`src/rtl/vol_btn_ctrl.sv`:
```
// vol_btn_ctrl: turns the two debounced front-panel volume buttons into a
// saturating volume level with press-and-hold auto-repeat and a
// both-buttons-held mute toggle. A CPU write loads the level directly and
// overrides any button action in the same cycle.
module vol_btn_ctrl #(
    parameter int CLK_DIV     = 20000,
    parameter int HOLD_MS     = 500,
    parameter int REPEAT_MS   = 100,
    parameter int MUTE_MS     = 1000,
    parameter int VOL_BITS    = 4,
    parameter int VOL_MAX     = 15,
    parameter int VOL_DEFAULT = 10
) (
    input  logic                clk_i,
    input  logic                reset_n,
    input  logic                btn_minus_i,
    input  logic                btn_plus_i,
    input  logic                vol_wr_i,
    input  logic [VOL_BITS-1:0] vol_wdata_i,
    output logic [VOL_BITS-1:0] vol_o,
    output logic                mute_o,
    output logic                update_o,
    output logic [2:0]          state_o
);

    typedef enum logic [2:0] {
        ST_IDLE     = 3'd0,
        ST_PRESS    = 3'd1,
        ST_REPEAT   = 3'd2,
        ST_BOTH     = 3'd3,
        ST_WAIT_REL = 3'd4
    } state_t;

    localparam int PRE_W  = (CLK_DIV > 1) ? $clog2(CLK_DIV) : 1;
    localparam int MS_MAX = (HOLD_MS > REPEAT_MS)
                          ? ((HOLD_MS > MUTE_MS) ? HOLD_MS : MUTE_MS)
                          : ((REPEAT_MS > MUTE_MS) ? REPEAT_MS : MUTE_MS);
    localparam int MS_W   = $clog2(MS_MAX + 1);

    localparam logic [PRE_W-1:0]    PRE_LAST    = PRE_W'(CLK_DIV - 1);
    // Intervals fire on the tick that would make the ms counter reach N,
    // so an N ms interval lands exactly N*CLK_DIV cycles after a clear.
    localparam logic [MS_W-1:0]     HOLD_LAST   = MS_W'(HOLD_MS - 1);
    localparam logic [MS_W-1:0]     REPEAT_LAST = MS_W'(REPEAT_MS - 1);
    localparam logic [MS_W-1:0]     MUTE_LAST   = MS_W'(MUTE_MS - 1);
    localparam logic [VOL_BITS-1:0] VMAX        = VOL_BITS'(VOL_MAX);
    localparam logic [VOL_BITS-1:0] VDEF        = VOL_BITS'(VOL_DEFAULT);

    logic                rst_meta_q, rst_sync_q;
    logic [1:0]          sync1_q, sync2_q;          // [1] = plus, [0] = minus
    state_t              state_q, state_d;
    logic                dir_q, dir_d;              // 1 = up
    logic [PRE_W-1:0]    pre_q, pre_d;
    logic [MS_W-1:0]     ms_q, ms_d;
    logic [VOL_BITS-1:0] vol_q, vol_d;
    logic                mute_q, mute_d;
    logic                upd_q, upd_d;

    logic                p_minus_s, p_plus_s, act_s, oth_s;
    logic                ms_tick_s, hold_hit_s, rpt_hit_s, mute_hit_s;
    logic                step_s, toggle_s, rpt_clr_s;
    logic [VOL_BITS-1:0] wr_val_s;

    assign p_minus_s  = ~sync2_q[0];
    assign p_plus_s   = ~sync2_q[1];
    assign ms_tick_s  = (pre_q == PRE_LAST);
    assign hold_hit_s = ms_tick_s && (ms_q == HOLD_LAST);
    assign rpt_hit_s  = ms_tick_s && (ms_q == REPEAT_LAST);
    assign mute_hit_s = ms_tick_s && (ms_q == MUTE_LAST);
    assign wr_val_s   = (vol_wdata_i > VMAX) ? VMAX : vol_wdata_i;

    // Reset synchronizer: asserts asynchronously, releases on the clock.
    always_ff @(posedge clk_i or negedge reset_n) begin
        if (!reset_n) begin
            rst_meta_q <= 1'b0;
            rst_sync_q <= 1'b0;
        end else begin
            rst_meta_q <= 1'b1;
            rst_sync_q <= rst_meta_q;
        end
    end

    // Next state, captured direction and the step/toggle requests.
    always_comb begin
        state_d   = state_q;
        dir_d     = dir_q;
        step_s    = 1'b0;
        toggle_s  = 1'b0;
        rpt_clr_s = 1'b0;
        act_s     = dir_q ? p_plus_s  : p_minus_s;
        oth_s     = dir_q ? p_minus_s : p_plus_s;
        case (state_q)
            ST_IDLE: begin
                if (p_minus_s && p_plus_s) begin
                    state_d = ST_BOTH;
                end else if (p_minus_s || p_plus_s) begin
                    step_s  = 1'b1;
                    dir_d   = p_plus_s;
                    state_d = ST_PRESS;
                end else begin
                    state_d = ST_IDLE;
                end
            end
            ST_PRESS: begin
                if (!act_s) begin
                    state_d = ST_IDLE;
                end else if (oth_s) begin
                    state_d = ST_BOTH;
                end else if (hold_hit_s) begin
                    step_s  = 1'b1;
                    state_d = ST_REPEAT;
                end else begin
                    state_d = ST_PRESS;
                end
            end
            ST_REPEAT: begin
                if (!act_s) begin
                    state_d = ST_IDLE;
                end else if (oth_s) begin
                    state_d = ST_BOTH;
                end else if (rpt_hit_s) begin
                    step_s    = 1'b1;
                    rpt_clr_s = 1'b1;
                end else begin
                    state_d = ST_REPEAT;
                end
            end
            ST_BOTH: begin
                if (!p_minus_s || !p_plus_s) begin
                    state_d = ST_WAIT_REL;
                end else if (mute_hit_s) begin
                    toggle_s = 1'b1;
                    state_d  = ST_WAIT_REL;
                end else begin
                    state_d = ST_BOTH;
                end
            end
            ST_WAIT_REL: begin
                if (!p_minus_s && !p_plus_s) begin
                    state_d = ST_IDLE;
                end else begin
                    state_d = ST_WAIT_REL;
                end
            end
            default: begin
                state_d = ST_IDLE;
            end
        endcase
    end

    // Millisecond timer; restarts on every state entry and repeat step.
    always_comb begin
        pre_d = pre_q;
        ms_d  = ms_q;
        if ((state_d != state_q) || rpt_clr_s) begin
            pre_d = {PRE_W{1'b0}};
            ms_d  = {MS_W{1'b0}};
        end else if (ms_tick_s) begin
            pre_d = {PRE_W{1'b0}};
            ms_d  = ms_q + MS_W'(1);
        end else begin
            pre_d = pre_q + PRE_W'(1);
        end
    end

    // Volume/mute update: CPU write first, then saturating step, then mute.
    always_comb begin
        vol_d  = vol_q;
        mute_d = mute_q;
        upd_d  = 1'b0;
        if (vol_wr_i) begin
            vol_d = wr_val_s;
            upd_d = 1'b1;
        end else if (step_s) begin
            if (dir_d && (vol_q < VMAX)) begin
                vol_d  = vol_q + VOL_BITS'(1);
                mute_d = 1'b0;
                upd_d  = 1'b1;
            end else if (!dir_d && (vol_q != {VOL_BITS{1'b0}})) begin
                vol_d  = vol_q - VOL_BITS'(1);
                mute_d = 1'b0;
                upd_d  = 1'b1;
            end else begin
                upd_d = 1'b0;
            end
        end else if (toggle_s) begin
            mute_d = ~mute_q;
            upd_d  = 1'b1;
        end else begin
            upd_d = 1'b0;
        end
    end

    // Button synchronizers, FSM, timer and output registers.
    always_ff @(posedge clk_i or negedge rst_sync_q) begin
        if (!rst_sync_q) begin
            sync1_q <= 2'b11;
            sync2_q <= 2'b11;
            state_q <= ST_IDLE;
            dir_q   <= 1'b0;
            pre_q   <= {PRE_W{1'b0}};
            ms_q    <= {MS_W{1'b0}};
            vol_q   <= VDEF;
            mute_q  <= 1'b0;
            upd_q   <= 1'b0;
        end else begin
            sync1_q <= {btn_plus_i, btn_minus_i};
            sync2_q <= sync1_q;
            state_q <= state_d;
            dir_q   <= dir_d;
            pre_q   <= pre_d;
            ms_q    <= ms_d;
            vol_q   <= vol_d;
            mute_q  <= mute_d;
            upd_q   <= upd_d;
        end
    end

    assign vol_o    = vol_q;
    assign mute_o   = mute_q;
    assign update_o = upd_q;
    assign state_o  = state_q;

endmodule

```
`config.mk`:
```
export PLATFORM = sky130hd
export DESIGN_NAME = vol_btn_ctrl
export DESIGN_NICKNAME = d
export VERILOG_FILES = /design/src/rtl/vol_btn_ctrl.sv
export SDC_FILE = /design/constraint.sdc
export NUM_CORES = 1
export LEC_CHECK = 0
export ABC_AREA = 1
export CORE_UTILIZATION = 30
export CTS_BUF_LIST = sky130_fd_sc_hd__clkbuf_8
export CTS_CLUSTER_DIAMETER = 120
export CTS_CLUSTER_SIZE = 12
export DETAILED_ROUTE_END_ITERATION = 8
export GPL_ROUTABILITY_DRIVEN = 0
export PLACE_DENSITY_LB_ADDON = 0.3
export SLEW_MARGIN = 25
export SYNTH_ARGS = -nofsm -noshare
export SYNTH_HDL_FRONTEND = slang
export SYNTH_SLANG_ARGS = --single-unit
export TNS_END_PERCENT = 100
```
`constraint.sdc`:
```
create_clock -name clk_i -period 1.4 [get_ports clk_i]
set_input_delay 0.28 -clock clk_i [delete_from_list [all_inputs] [get_ports clk_i]]
set_output_delay 0.28 -clock clk_i [all_outputs]
set_load 0.1 [all_outputs]
```
# Word level (Yosys, flattened, before mapping)
# Index checks and enable logic that the tools add are counted.
# totals
in_bits,9
word_cells,98
regBits,41
output_inout_bits,9
# op_classes
order_cmp,2
mux,48
n_addsub,4
n_reduce_logical,19
n_bitwise,4
eq_ne,10
# ops
cell,count
2-to-1 mux 15 bit,2
2-to-1 mux 1 bit,27
2-to-1 mux 10 bit,2
2-to-1 mux 4 bit,5
2-to-1 mux 3 bit,6
"adder 15 x 1 -> 15 bit, second input constant",1
"== test 15 bit, second input constant",1
case mux 3 bit (5 select lines),1
"adder 10 x 1 -> 10 bit, second input constant",1
"== test 10 bit, second input constant",1
"== test 10 x 7 -> 1 bit, second input constant",1
"== test 10 x 9 -> 1 bit, second input constant",1
2-to-1 mux 2 bit,4
logical AND 1 bit,7
"== test 3 x 2 -> 1 bit, second input constant",2
nonzero test 2 bit,3
"adder 4 x 1 -> 4 bit, second input constant",1
"greater-than comparator 4 bit, second input constant",1
"< comparator 4 bit, second input constant",1
NOT 1 bit,4
nonzero test 4 bit,1
"subtractor 4 x 1 -> 4 bit, second input constant",1
"== test 3 x 1 -> 1 bit, second input constant",1
"== test 3 bit, second input constant",1
other kinds (9),11

# Logic depth before layout (Yosys ltp)
# Gate-level depths: netlist of the first run.
# logic_depth
ltp_word,11
depth_mapped,16
depth_no_buf,16

# Worst setup path after synthesis of the first run
# OpenSTA, ideal clock, no wires.
# synth_path
path_kind,register to register
start,"register state_q[2], in the netlist state_o[2]"
end,"register vol_q[3], in the netlist vol_o[3]"
t_arrival_ns,2.511
required_ns,1.317
setup_ns,0.083
path_slack_ns,-1.195
period_less_slack_ns,2.595
path_stages_with_launch,16
path_buffers,0
cell_sequence,dfrtp_1 -> inv_1 -> nand2_1 -> nor2_2 -> nand3_1 -> nand2_1 -> inv_2 -> nand2_1 -> ha_1 -> nand2_1 -> nor2_1 -> a211oi_1 -> nand3b_1 -> nand2_1 -> nand2_1 -> nand3_1
# synth_between
elab_chain_cells,6
# synth_lines
item,line,text
from (decl),51,"state_t state_q, state_d;"
from (signal assigned),209,state_q <= state_d;
zero test 3 bit (*),92,case (state_q)
2-to-1 mux 1 bit (*),92,
via dir_d,52,"logic dir_q, dir_d;"
logical AND 1 bit / zero test 1 bit (equally long branches),"175, 179",
2-to-1 mux 4 bit / logical AND 1 bit (equally long branches),"175, 179",
2-to-1 mux 4 bit / nonzero test 3 bit (equally long branches),n/a,
2-to-1 mux 4 bit / AND reduction 2 bit (equally long branches),n/a,
to (signal assigned),213,vol_q <= vol_d;
to (decl),55,"logic [VOL_BITS-1:0] vol_q, vol_d;"
# The timed path passes the listed nets; every way through them passes the cells marked *. The select of a mux whose other input is x is not followed.
# A chain may end at the register's enable or synchronous reset.

# Final worst setup path of the first run
# layout_path
start,register sync2_q[1]
end,"register vol_q[3], in the netlist vol_o[3]"
# layout_between
elab_chain_cells,9
# layout_lines
item,line,text
from (decl),50,"logic [1:0] sync1_q, sync2_q;"
from (signal assigned),208,sync2_q <= sync1_q;
NOT 1 bit (*),65,assign p_plus_s = ~sync2_q[1];
logical OR 1 bit,96,end else if (p_minus_s || p_plus_s) begin
2-to-1 mux 1 bit,96,
2-to-1 mux 1 bit (*),94,if (p_minus_s && p_plus_s) begin
2-to-1 mux 1 bit (*),92,
via dir_d,52,
logical AND 1 bit / zero test 1 bit (equally long branches),"175, 179",
2-to-1 mux 4 bit / logical AND 1 bit (equally long branches),"175, 179",
2-to-1 mux 4 bit / nonzero test 3 bit (equally long branches),n/a,
2-to-1 mux 4 bit / AND reduction 2 bit (equally long branches),n/a,
# Marks and branches as above.

==> results.py, run 1 <==
metrics = {
    "outcome": {
        "failed_checks": "setup timing",
        "status": "complete, but fails checks",
    },
    "synthesis": {
        "syn_inst": 321,
        "mappedNetlistNets": 337,
        "ys_seq_area_share_pct": 40.0,
        "synth_ff_type": "dfrtp_1",
        "yosysUniqueCellTypes": 31,
        "synth_seq_cells": 41,
        "syn_avg_cell_area_um2": 8.05,
        "synth_area_um2": 2580,
        "synth_edf_count": 0,
        "synthArstFlopShare_pct": 100,
        "synth_warnings": 0,
    },
    "route": {
        "vias": 2521,
        "drt-total-wl_mm": 6.90,
        "first_iter_violations": 97,
        "via_per_inst": 4.55,
        "wire_per_inst_um": 12.5,
        "drc": 0,
        "drtPass1Iterations": 4,
        "ant_nets": 0,
    },
    "timing": {
        "timing.final.crit_share_pct": 146,
        "finalWorstSetupSlack_ps": -649,
        "hold_ws_ps": 142,
        "setup_viol": 39,
        "rsz0062_at_grt": "true",
        "setup-tns-final_ps": -18650,
        "fmax_mhz": 488,
        "slew_viol_final": 0,
        "hold_viol_final": 0,
        "fin_worst_skew_ps": 10.1,
        "period_needed_ps": 2050,
    },
    "placed_design": {
        "io_buffers": 17,
        "dp_cells": 524,
        "dp_hpwl_mm": 4.66,
    },
    "finish": {
        "fin_nets": 464,
        "final_layout_size_suffix_gt1_share_pct": 50.3,
        "multiInputGateArea_um2": 1700,
        "stdcell_count": 554,
        "layout.area.seq_um2": 1050,
        "syn2layout_area_growth_pct": 68.4,
        "diodes": 0,
        "n_fill_cell": 756,
    },
    "clock_network": {
        "clockBufferDepth": 2,
        "path_clk_slew_ps": 90,
        "clockRootBuffer": "clkbuf_8",
        "clock-sinks": 41,
        "cts.htree.levels": 2,
        "worstSkewPairLatency_ps": 290,
        "cts_buffers": 5,
        "cts_tree": "yes",
        "cts_hold_buffers": 0,
    },
    "pwr": {
        "ir_drop_v": 0.00100,
        "p_leak_nw": 2.01,
        "powerDensity_nw_per_um2": 1950,
    },
    "critical_path": {
        "path_common_cell": "nand2_1",
        "crit_buf_inv": 3,
        "startpoint": "sync2_q[1]",
        "path_cells": "inv_2 > ha_4 > inv_2 > nand2_1 > nand2_1 > nand2_2 > inv_2 > nand2_4 > ha_4 > nand2_2 > nor2_2 > a211oi_2 > nand3b_1 > nand2_1 > nand2_1 > nand3_1",
        "r2r-start": "sync2_q[1]",
        "cp_num_cells": 16,
        "cp.required_ps": 1630,
        "slowest_delay_ps": 550,
        "rr_worst_depth": 16,
        "crit_family": "simple AND/OR/NAND/NOR gates",
        "cp_slowest_cell": "dfstp_2",
        "arrival_ps": 2280,
        "crit_fanout": 4,
        "endpoint_kind": "flop",
        "worstSetupStartpointType": "flop",
        "critical_path_class": "flop to flop",
    },
    "global_route": {
        "grt_use_total_pct": 17.4,
        "grt_max_degree": 26,
        "grt_pass1_wl_mm": 12.1,
        "globalRouteOverflowTotal": 0,
        "grt_pass1_vias": 2651,
        "antenna_found_initial": 0,
    },
    "die": {
        "num_io_pins": 18,
        "initial_core_util_pct": 31.3,
        "die_h_um": 94.8,
        "core-area_um2": 8260,
        "die_area_um2": 8990,
        "rows": 33,
        "die_w_um": 94.8,
    },
    "min_path": {
        "min_path_type": "input port to asynchronous set/reset pin",
    },
    "flow_run": {
        "maxCapViolCount": 0,
    },
}
-- worst paths after layout --
path	to	slack (ps)
setup / recovery	vol_o[3]	-650
hold / removal	rst_meta_q	140
setup reg to reg	vol_o[3]	-650
hold reg to reg	state_o[0]	200
max in group asynchronous	ms_q[2]	870
min in group clk_i	sync2_q[0]	350
-- power breakdown --
part	switching, mW	total, mW	internal (mW)
Sequential	0.132	1.53	1.39
Clock	0.435	0.780	0.345
Combinational	3.38	6.18	2.80
Total	3.94	8.49	4.54
-- per-stage QoR --
| stage | instance area (um^2) | utilization (%) | power (mW) | setup slack [ps] |
|---|---|---|---|---|
| final | 4350 | 52.7 | 8.49 | -649 |
| after floorplan | 2640 | - | 4.10 | -762 |
| after detailed placement | 3660 | 44.3 | 5.75 | -781 |
| after global placement | 3660 | 44.3 | 5.69 | -698 |
| after global routing | 4350 | 52.7 | 8.96 | -783 |
| after CTS | 4180 | 50.7 | 8.24 | -649 |
-- worst reg2reg max path, stage by stage (launching register included) --
cell and delay, ps:
dfstp_2 550, inv_2 60, ha_4 160, inv_2 50
nand2_1 50, nand2_1 70, nand2_2 50, inv_2 70
nand2_4 80, ha_4 250, nand2_2 70, nor2_2 40
a211oi_2 200, nand3b_1 130, nand2_1 50, nand2_1 50
nand3_1 60
-- placed cells by master, fill, tap and decap left out, types with 5 or more instances in the layout --
cell,count
nand2_2,11
dfstp_2,5
nor3_2,13
dfrtp_1,30
xor2_1,10
clkdlybuf4s50_1,8
inv_1,30
inv_2,9
buf_6,8
nor2_2,8
nor3_4,15
nor2_1,20
buf_12,13
o21ai_1,5
nand3_2,6
clkbuf_8,5
nand3_1,27
o21ai_0,5
nand2_1,64
nand4_1,7
buf_4,90
nand2_4,6
-- flip-flops by register name (all words and copies together) (netlist names) --
name,flops
ms_q,10
vol_o,4
rst_sync_q,1
rst_meta_q,1
state_o,3
dir_q,1
sync1_q,2
mute_o,1
update_o,1
sync2_q,2
pre_q,15
-- cells by family after synthesis --
family / Yosys count / synth area share (%)
AND/OR/NAND/NOR: 196 / 39.8
buffers and inverters: 44 / 7.55
flip-flops: 41 / 40.0
AO/OA/AOI/OAI: 19 / 4.45
XOR/XNOR: 13 / 4.40
adder cells (fa/ha/maj): 7 / 3.68
other: 1 / 0.145
-- synth_stat cells (5+ instances only) --
cell type | count | area, um^2
nand2_1 | 75 | 282
dfrtp_1 | 35 | 876
inv_1 | 35 | 131
nand3_1 | 32 | 160
nor2_1 | 28 | 105
nor3_2 | 20 | 200
nor3_1 | 12 | 60.1
o21ai_0 | 12 | 60.1
xor2_1 | 10 | 87.6
nand4_1 | 7 | 43.8
dfstp_2 | 6 | 158
ha_1 | 6 | 75.1
nand2_2 | 5 | 31.3
-- final cells by class --
| class | instances | area share [%] |
|---|---|---|
| clock inverters | 3 | 0.402 |
| well taps | 105 | 3.02 |
| inverters | 40 | 3.51 |
| clock buffers | 5 | 1.58 |
| flip-flops and latches | 41 | 24.1 |
| multi-input cells | 236 | 39.1 |
| repair buffers | 124 | 28.3 |
-- per-layer routing --
| metal | track usage (%) | routed length [um] |
|---|---|---|
| met3 | 1.69 | 121 |
| met4 | 5.93 | 85 |
| met1 | 22.1 | 3150 |
| met5 | 0 | 0 |
| met2 | 30.6 | 3540 |
-- timing repair --
item | 4_1_cts | 5_1_grt
gates cloned | 5 | 0
pin swaps | 28 | 31
resized for setup | 55 | 38
setup endpoints to repair | 38 | 39
setup buffers | 17 | 8
No activity file was read; power rests on OpenSTA's default activity.
==> inputs of run 2 (changes only) <==
--- a/config.mk
+++ b/config.mk
@@ -6,6 +6,7 @@
 export NUM_CORES = 1
 export LEC_CHECK = 0
 export ABC_AREA = 1
+export CORE_ASPECT_RATIO = 0.5
 export CORE_UTILIZATION = 30
 export CTS_BUF_LIST = sky130_fd_sc_hd__clkbuf_8
 export CTS_CLUSTER_DIAMETER = 120
==> results.py, run 2 (synthesis results as in run 1) <==
metrics = {
    "finish": {
        "largest_register_ffs": 15,
        "diodes": 0,
        "fin_nets": 457,
        "final_common_cell": "buf_4",
        "design_area_um2": 4220,
        "stdcell_count": 554,
        "syn2layout_area_growth_pct": 63.4,
        "final_layout_size_suffix_gt1_share_pct": 46.6,
        "layout_common_cells": "81 x buf_4, 67 x nand2_1, 32 x inv_1, 30 x dfrtp_1, 29 x nand3_1",
        "largest-register": "pre_q",
    },
    "die": {
        "rows": 23,
        "die_h_um": 67.6,
        "die_area_um2": 9010,
        "core-area_um2": 8170,
        "die_w_um": 133,
        "initial_core_util_pct": 31.6,
        "num_io_pins": 18,
    },
    "route": {
        "wire_per_inst_um": 11.9,
        "drtPass1Iterations": 4,
        "vias": 2507,
        "drt-total-wl_mm": 6.62,
        "ant_nets": 0,
        "via_per_inst": 4.53,
        "drc": 0,
        "first_iter_violations": 80,
    },
    "critical_path": {
        "crit_fanout": 7,
        "slowest_delay_ps": 560,
        "path_common_cell": "buf_6",
        "arrival_ps": 2230,
        "cp_slowest_cell": "dfstp_2",
        "path_cells": "inv_2 > buf_4 > o21ai_2 > buf_6 > o21ai_0 > nand2_1 > nand3_2 > nand2_2 > nand3_4 > buf_6 > buf_12 > nor3_2",
        "endpoint_kind": "flop",
        "rrSetupSlack_ps": -610,
        "critical_path_class": "flop to flop",
        "worstSetupStartpointType": "flop",
        "cp.required_ps": 1620,
    },
    "global_route": {
        "grt_pass1_vias": 2277,
        "grt_max_degree": 40,
        "globalRouteOverflowTotal": 0,
        "grt_pass1_wl_mm": 10.8,
        "grt_use_total_pct": 15.6,
        "antenna_found_initial": 0,
    },
    "clock_network": {
        "cts_buffers": 5,
        "clockBufferDepth": 2,
        "cts_hold_buffers": 0,
        "clockRootBuffer": "clkbuf_8",
        "path_clk_slew_ps": 90,
        "clock-sinks": 41,
        "cts.htree.levels": 2,
        "cts_tree": "yes",
        "worstSkewPairLatency_ps": 300,
    },
    "timing": {
        "fmax_mhz": 498,
        "hold_viol_final": 0,
        "timing.final.crit_share_pct": 144,
        "slew_viol_final": 0,
        "rsz0062_at_grt": "true",
        "setup_viol": 36,
        "fin_worst_skew_ps": 8.79,
        "finalWorstSetupSlack_ps": -610,
        "setup-tns-final_ps": -18110,
        "period_needed_ps": 2010,
    },
    "outcome": {
        "status": "complete, but fails checks",
        "failed_checks": "setup timing",
    },
    "placed_design": {
        "io_buffers": 17,
        "dp_hpwl_mm": 4.68,
        "dp_cells": 530,
        "place_area_um2": 3690,
        "dpl_worst_slack_ps": -765,
    },
    "pwr": {
        "powerDensity_nw_per_um2": 1980,
        "p_leak_nw": 1.94,
        "ir_drop_v": 0.00213,
    },
    "flow_run": {
        "maxCapViolCount": 0,
    },
    "min_path": {
        "min_path_type": "input port to asynchronous set/reset pin",
    },
}
[run 2: cell count changes in the layout (fill, tap and decap cells not counted), sizes merged]
cell,before,now
clkbuf,5,6
bufinv,0,1
buf,116,109
inv,40,39
clkinv,2,1
[run 2: cell type report]
| class | count | area [um^2] |
|---|---|---|
| clock inverters | 2 | 37.5 |
| repair buffers | 117 | 1170 |
| inverters | 40 | 155 |
| clock buffers | 6 | 82.6 |
| flip-flops and latches | 41 | 1050 |
| well taps | 112 | 140 |
| multi-input cells | 236 | 1590 |
| fillers | 744 | 3950 |
[run 2: report_power, final]
group | internal [mW] | leakage, nW | switching [mW]
clock | 0.580 | 0.0574 | 0.436
sequential | 1.39 | 0.526 | 0.141
combinational | 2.76 | 1.36 | 3.03
[run 2: repair_timing]
item	4_1_cts	5_1_grt
pin swaps	17	15
resized for setup	46	19
setup endpoints to repair	38	39
cloned	2	0
hold endpoints to repair	0	0
buffers inserted	10	6
[run 2: stage by stage]
stage | power, mW | utilization [%] | hold WS (ps)
floorplan | 4.10 | - | -15.6
global placement | 5.79 | 45.1 | 246
detailed placement | 5.80 | 45.1 | 253
CTS | 8.09 | 50.4 | 126
global route | 8.81 | 51.7 | 126
finish | 8.34 | 51.7 | 140
[run 2: worst max-delay path: cells and delay by family (launching register included)]
kind	cells	cell delay, ps
and+or+nand+nor	5	540
DFF	1	560
buffers and inverters	5	590
AOI/OAI and AO/OA	2	230
[run 2: worst paths after layout]
| check | from | end | cells after the start |
|---|---|---|---|
| worst max-delay path | sync2_q[1] | pre_q[5] | 12 |
| worst min-delay path | reset_n | rst_sync_q | 1 |
| worst max register to register | sync2_q[1] | pre_q[5] | 12 |
| worst min register to register | rst_sync_q | pre_q[4] | 1 |
| max in group asynchronous | rst_sync_q | sync1_q[1] | 1 |
| min in group clk_i | rst_meta_q | rst_sync_q | 0 |
[run 2: routing by layer]
| metal | part of all wire (%) | vias up | GRT usage (%) | routed length [um] |
|---|---|---|---|---|
| li1 | - | 1288 | - | - |
| met1 | 49 | 1163 | 21.0 | 3270 |
| met2 | 46 | 52 | 25.5 | 3060 |
| met3 | 3.6 | 4 | 3.30 | 241 |
| met4 | 0.63 | 0 | 4.12 | 42 |
| met5 | 0 | - | 0 | 0 |
==> inputs of run 3 (changes only) <==
--- a/config.mk
+++ b/config.mk
@@ -18,4 +18,4 @@
 export SYNTH_ARGS = -nofsm -noshare
 export SYNTH_HDL_FRONTEND = slang
 export SYNTH_SLANG_ARGS = --single-unit
-export TNS_END_PERCENT = 100
+export TNS_END_PERCENT = 10
==> results.py, run 3 (synthesis results as in run 1) <==
metrics = {
    "flow_run": {
        "maxCapViolCount": 0,
    },
    "placed_design": {
        "dp_hpwl_mm": 4.60,
        "dp_cells": 530,
        "place_area_um2": 3670,
        "io_buffers": 17,
    },
    "route": {
        "drt-total-wl_mm": 6.41,
        "drc": 0,
        "wire_per_inst_um": 11.8,
        "drtPass1Iterations": 4,
        "vias": 2435,
        "via_per_inst": 4.47,
        "first_iter_violations": 93,
        "ant_nets": 0,
    },
    "pwr": {
        "ir_drop_v": 0.00193,
        "powerDensity_nw_per_um2": 1870,
        "internal_power_mw": 4.12,
        "power_mw": 7.55,
        "pwr-share-clk_pct": 13.2,
        "p_sw_share_pct": 45.4,
        "p_leak_nw": 1.84,
        "power_frac_comb_pct": 66.6,
        "p_sw_mw": 3.42,
        "seq_power_share_pct": 20.2,
    },
    "global_route": {
        "grt_pass1_wl_mm": 11.1,
        "globalRouteOverflowTotal": 0,
        "grt_pass1_vias": 2367,
        "grt_use_total_pct": 15.7,
        "antenna_found_initial": 0,
        "grt_max_degree": 40,
    },
    "timing": {
        "setup_viol": 36,
        "timing.final.crit_share_pct": 147,
        "period_needed_ps": 2060,
        "rsz0062_at_grt": "true",
        "hold_ws_ps": 139,
        "fmax_mhz": 485,
        "finalWorstSetupSlack_ps": -663,
        "fin_worst_skew_ps": 12.2,
        "slew_viol_final": 0,
        "hold_viol_final": 0,
    },
    "min_path": {
        "min_path_type": "input port to asynchronous set/reset pin",
    },
    "critical_path": {
        "endpoint": "vol_o[3]",
        "r2r_end": "vol_o[3]",
        "critical_path_class": "flop to flop",
        "arrival_ps": 2300,
        "rr_worst_depth": 16,
        "crit_fanout": 4,
        "cp.required_ps": 1640,
        "worstSetupStartpointType": "flop",
        "startpoint": "sync2_q[0]",
        "endpoint_kind": "flop",
        "r2r-start": "sync2_q[0]",
        "rrSetupSlack_ps": -660,
    },
    "clock_network": {
        "cts_buffers": 5,
        "cts_hold_buffers": 0,
        "worstSkewPairLatency_ps": 310,
        "clockRootBuffer": "clkbuf_8",
        "clock-sinks": 41,
        "clockBufferDepth": 2,
        "path_clk_slew_ps": 90,
        "cts.htree.levels": 2,
        "cts_tree": "yes",
    },
    "finish": {
        "final_core_util_pct": 49.5,
        "design_area_um2": 4050,
        "diodes": 0,
        "fin_nets": 448,
        "n_fill_cell": 789,
        "multiInputGateArea_um2": 1540,
        "largest-register": "pre_q",
        "layout_common_cells": "81 x buf_4, 64 x nand2_1, 33 x inv_1, 32 x nand3_1, 30 x dfrtp_1",
        "final_common_cell": "buf_4",
        "layout.area.seq_um2": 1050,
        "syn2layout_area_growth_pct": 56.5,
        "largest_register_ffs": 15,
        "stdcell_count": 545,
        "final_layout_size_suffix_gt1_share_pct": 45.0,
    },
    "outcome": {
        "status": "complete, but fails checks",
        "failed_checks": "setup timing",
    },
    "die": {
        "die_h_um": 67.6,
        "rows": 23,
        "core-area_um2": 8170,
        "initial_core_util_pct": 31.6,
        "die_area_um2": 9010,
        "die_w_um": 133,
        "num_io_pins": 18,
    },
}
-- run 3: cell count changes in the layout (fill, tap and decap cells not counted), sizes merged --
cell / previous run / this run
buf: 109 / 100
clkbuf: 6 / 5
clkinv: 1 / 2
-- run 3: per-stage QoR --
step           setup WS, ps  TNS [ps]
6_report               -663    -16940
5_1_grt                -838    -21150
4_1_cts                -689    -18220
3_5_place_dp           -799    -18560
2_1_floorplan          -767    -13330
3_3_place_gp           -714    -17170
-- run 3: routing by layer --
| metal | wire length [um] | vias to the layer above | track usage, % |
|---|---|---|---|
| met5 | 0 | - | 0 |
| li1 | - | 1266 | - |
| met4 | 62 | 0 | 4.97 |
| met1 | 3180 | 1131 | 20.4 |
| met3 | 164 | 8 | 2.85 |
| met2 | 3010 | 30 | 26.9 |
-- run 3: how the worst min path moves through the flow --
stage	slack, ps	end	startpoint
3_5_place_dp	250	pre_q[3]	rst_sync_q
6_report	140	rst_sync_q	reset_n
3_3_place_gp	250	pre_q[3]	rst_sync_q
4_1_cts	130	rst_sync_q	reset_n
5_1_grt	120	rst_sync_q	reset_n
2_1_floorplan	-20	rst_meta_q	reset_n
-- run 3: what timing repair did --
item,4_1_cts,5_1_grt
setup endpoints to repair,39,38
pin swaps,8,16
resized for setup,21,26
gates cloned,2,0
setup buffers,1,4
-- run 3: critical path, stage by stage (launching register included) --
cell      delay (ps)
dfstp_2          600
inv_2             60
ha_4             160
inv_4             50
nand2_2           50
nand2_2           50
nand2_2           50
inv_2             80
nand2_4           80
ha_4             260
nand2_2           60
nor2_2            40
a211oi_2         160
nand3b_1         130
nand2_1           50
nand2_1           60
nand3_1           60
-- run 3: layout make-up --
type | instances | share of cell area [%]
Clock buffer | 5 | 1.70
Clock inverter | 3 | 1.14
Inverter | 40 | 3.90
Multi-Input combinational cell | 236 | 38.0
Sequential cell | 41 | 25.9
Tap cell | 112 | 3.46
Timing Repair Buffer | 108 | 25.9
-- run 3: power groups by stage --
stage               Combinational, mW  Clock (mW)  Sequential [mW]
floorplan                        1.72           0             2.37
global placement                 4.15           0             1.52
detailed placement               4.18           0             1.53
CTS                              4.93        1.03             1.52
global route                     5.36        1.08             1.55
finish                           5.03       0.995             1.52
==> RTL change (flow settings as in run 3) <==
Put one more register stage on the output `vol_o`. The value now appears one clock later. The other outputs are not delayed to match.
--- a/src/rtl/vol_btn_ctrl.sv
+++ b/src/rtl/vol_btn_ctrl.sv
@@ -217,5 +217,7 @@
     end
 
-    assign vol_o    = vol_q;
+    always_ff @(posedge clk_i) begin
+        vol_o <= vol_q;
+    end
     assign mute_o   = mute_q;
     assign update_o = upd_q;
Formal check against the unedited RTL: not equivalent (Yosys sat finds a counterexample within 4 cycles, from zero or initial values and one cycle with reset_n low).
==> RTL change against run 3 <==
The run still ends with negative setup slack left. Power grew 3.3%. Clock power decreased by 9.0%. Clock skew increased by 1.2 ps. Setup slack worse by 180 ps. Final area grew 3.5%. Count of clock-buffer cells in the layout rose by 2. Sequential cell count rose by 4. Routed wire length is 1.4% higher. Area after synthesis grew 4.6%. Largest cell class unchanged.
==> RTL change: results (changes against run 3) <==
Routed WL: 6.50 mm (was 6.41 mm)
Vias in the first global route: 2559 (was 2367)
Failing checks: negative setup slack (unchanged)
Setup_tns: -21000 ps (was -16940 ps)
Pleak: 1.92 nW (was 1.84 nW)
Global-route wire length before repair: 11.6 mm (was 11.1 mm)
Largest cells by area after synthesis: dfrtp_1 (32%), nand2_1 (9.6%), nor3_2 (7.4%) (was dfrtp_1 (34%), nand2_1 (11%), nor3_2 (7.7%))
Post-Route Skew: 13.4 ps (was 12.2 ps)
Post-synth top cells: nand2_1 (69), nand3_1 (38), dfrtp_1 (35), inv_1 (32), nor2_1 (28) (was nand2_1 (75), dfrtp_1 (35), inv_1 (35), nand3_1 (32), nor2_1 (28))
Outcome: finished with violations (unchanged)
WP data arrival: 2490 ps (was 2300 ps)
WHS: 132 ps (was 139 ps)
Ratio of cells with drive above 1 in the final layout: 45.4% (was 45.0%)
Post-DP HPWL: 4.86 mm (was 4.60 mm)
Via Count: 2543 (was 2435)
GRT Util Overall: 15.5% (was 15.7%)
Diode count: 0 (unchanged)
Antenna violations before repair: 0 (unchanged)
Ys async rst share: 91.1% (was 100%)
Net Count, Synth: 343 (was 337)
Netlist cell types: 36 (was 31)
Initial Util: 31.0% (was 31.6%)
Fin nets: 464 (was 448)
1st-iter DRT viols: 98 (was 93)
Maximum vdd drop: 1810 uV (was 1930 uV)
Final Setup Violations: 35 (was 36)
Final setup margin: -846 ps (was -663 ps)
-- RTL change: worst paths after layout --
kind	to	cells after the start	from	slack, ps
max	vol_q[3]	15	sync2_q[1]	-850
max reg2reg	vol_q[3]	15	sync2_q[1]	-850
min	rst_sync_q	1	reset_n	130
min in group clk_i	rst_sync_q	0	rst_meta_q	350
max in group asynchronous	vol_q[1]	1	rst_sync_q	900
min reg2reg	pre_q[7]	1	rst_sync_q	240
-- RTL change: cell type report --
class                   count  area (sq um)
clock inverters             1          5.00
fillers                   815          4550
inverters                  39           149
flip-flops and latches     45          1120
multi-input cells         239          1560
well taps                 117           146
repair buffers            118          1100
clock buffers               7          96.3
-- RTL change: where the power goes --
group	switching [mW]	internal (mW)
Sequential	0.179	1.56
Clock	0.458	0.447
Combinational	2.91	2.23
Total	3.55	4.25
-- RTL change: repair_timing --
action | CTS | global route
gates resized for setup | 26 | 8
pin swaps | 15 | 9
endpoints found under the setup margin | 38 | 38
setup buffers | 7 | 2
hold buffers | 0 | 0
-- RTL change: per-layer routing --
layer / vias to the layer above / global-route usage, % / routed length, um
li1: 1310 / - / -
met1: 1199 / 19.5 / 3050
met2: 29 / 26.8 / 3220
met3: 5 / 2.72 / 162
met4: 0 / 4.94 / 61
met5: - / 0 / 0
-- RTL change: per-stage QoR --
| stage | util (%) | std cells |
|---|---|---|
| floorplan | - | 327 |
| global placement | 44.2 | 549 |
| detailed placement | 44.2 | 549 |
| CTS | 47.4 | 564 |
| global route | 47.9 | 566 |
| finish | 47.9 | 566 |
-- RTL change: cells by family after synthesis --
| kind of cell | after synthesis | share of synthesized area (%) |
|---|---|---|
| XOR/XNOR | 14 | 4.53 |
| AND/OR/NAND/NOR | 204 | 40.4 |
| buffers and inverters | 43 | 7.08 |
| other | 1 | 0.139 |
| AO/OA/AOI/OAI | 13 | 3.19 |
| flip-flops | 45 | 41.2 |
| adder cells (fa/ha/maj) | 7 | 3.52 |
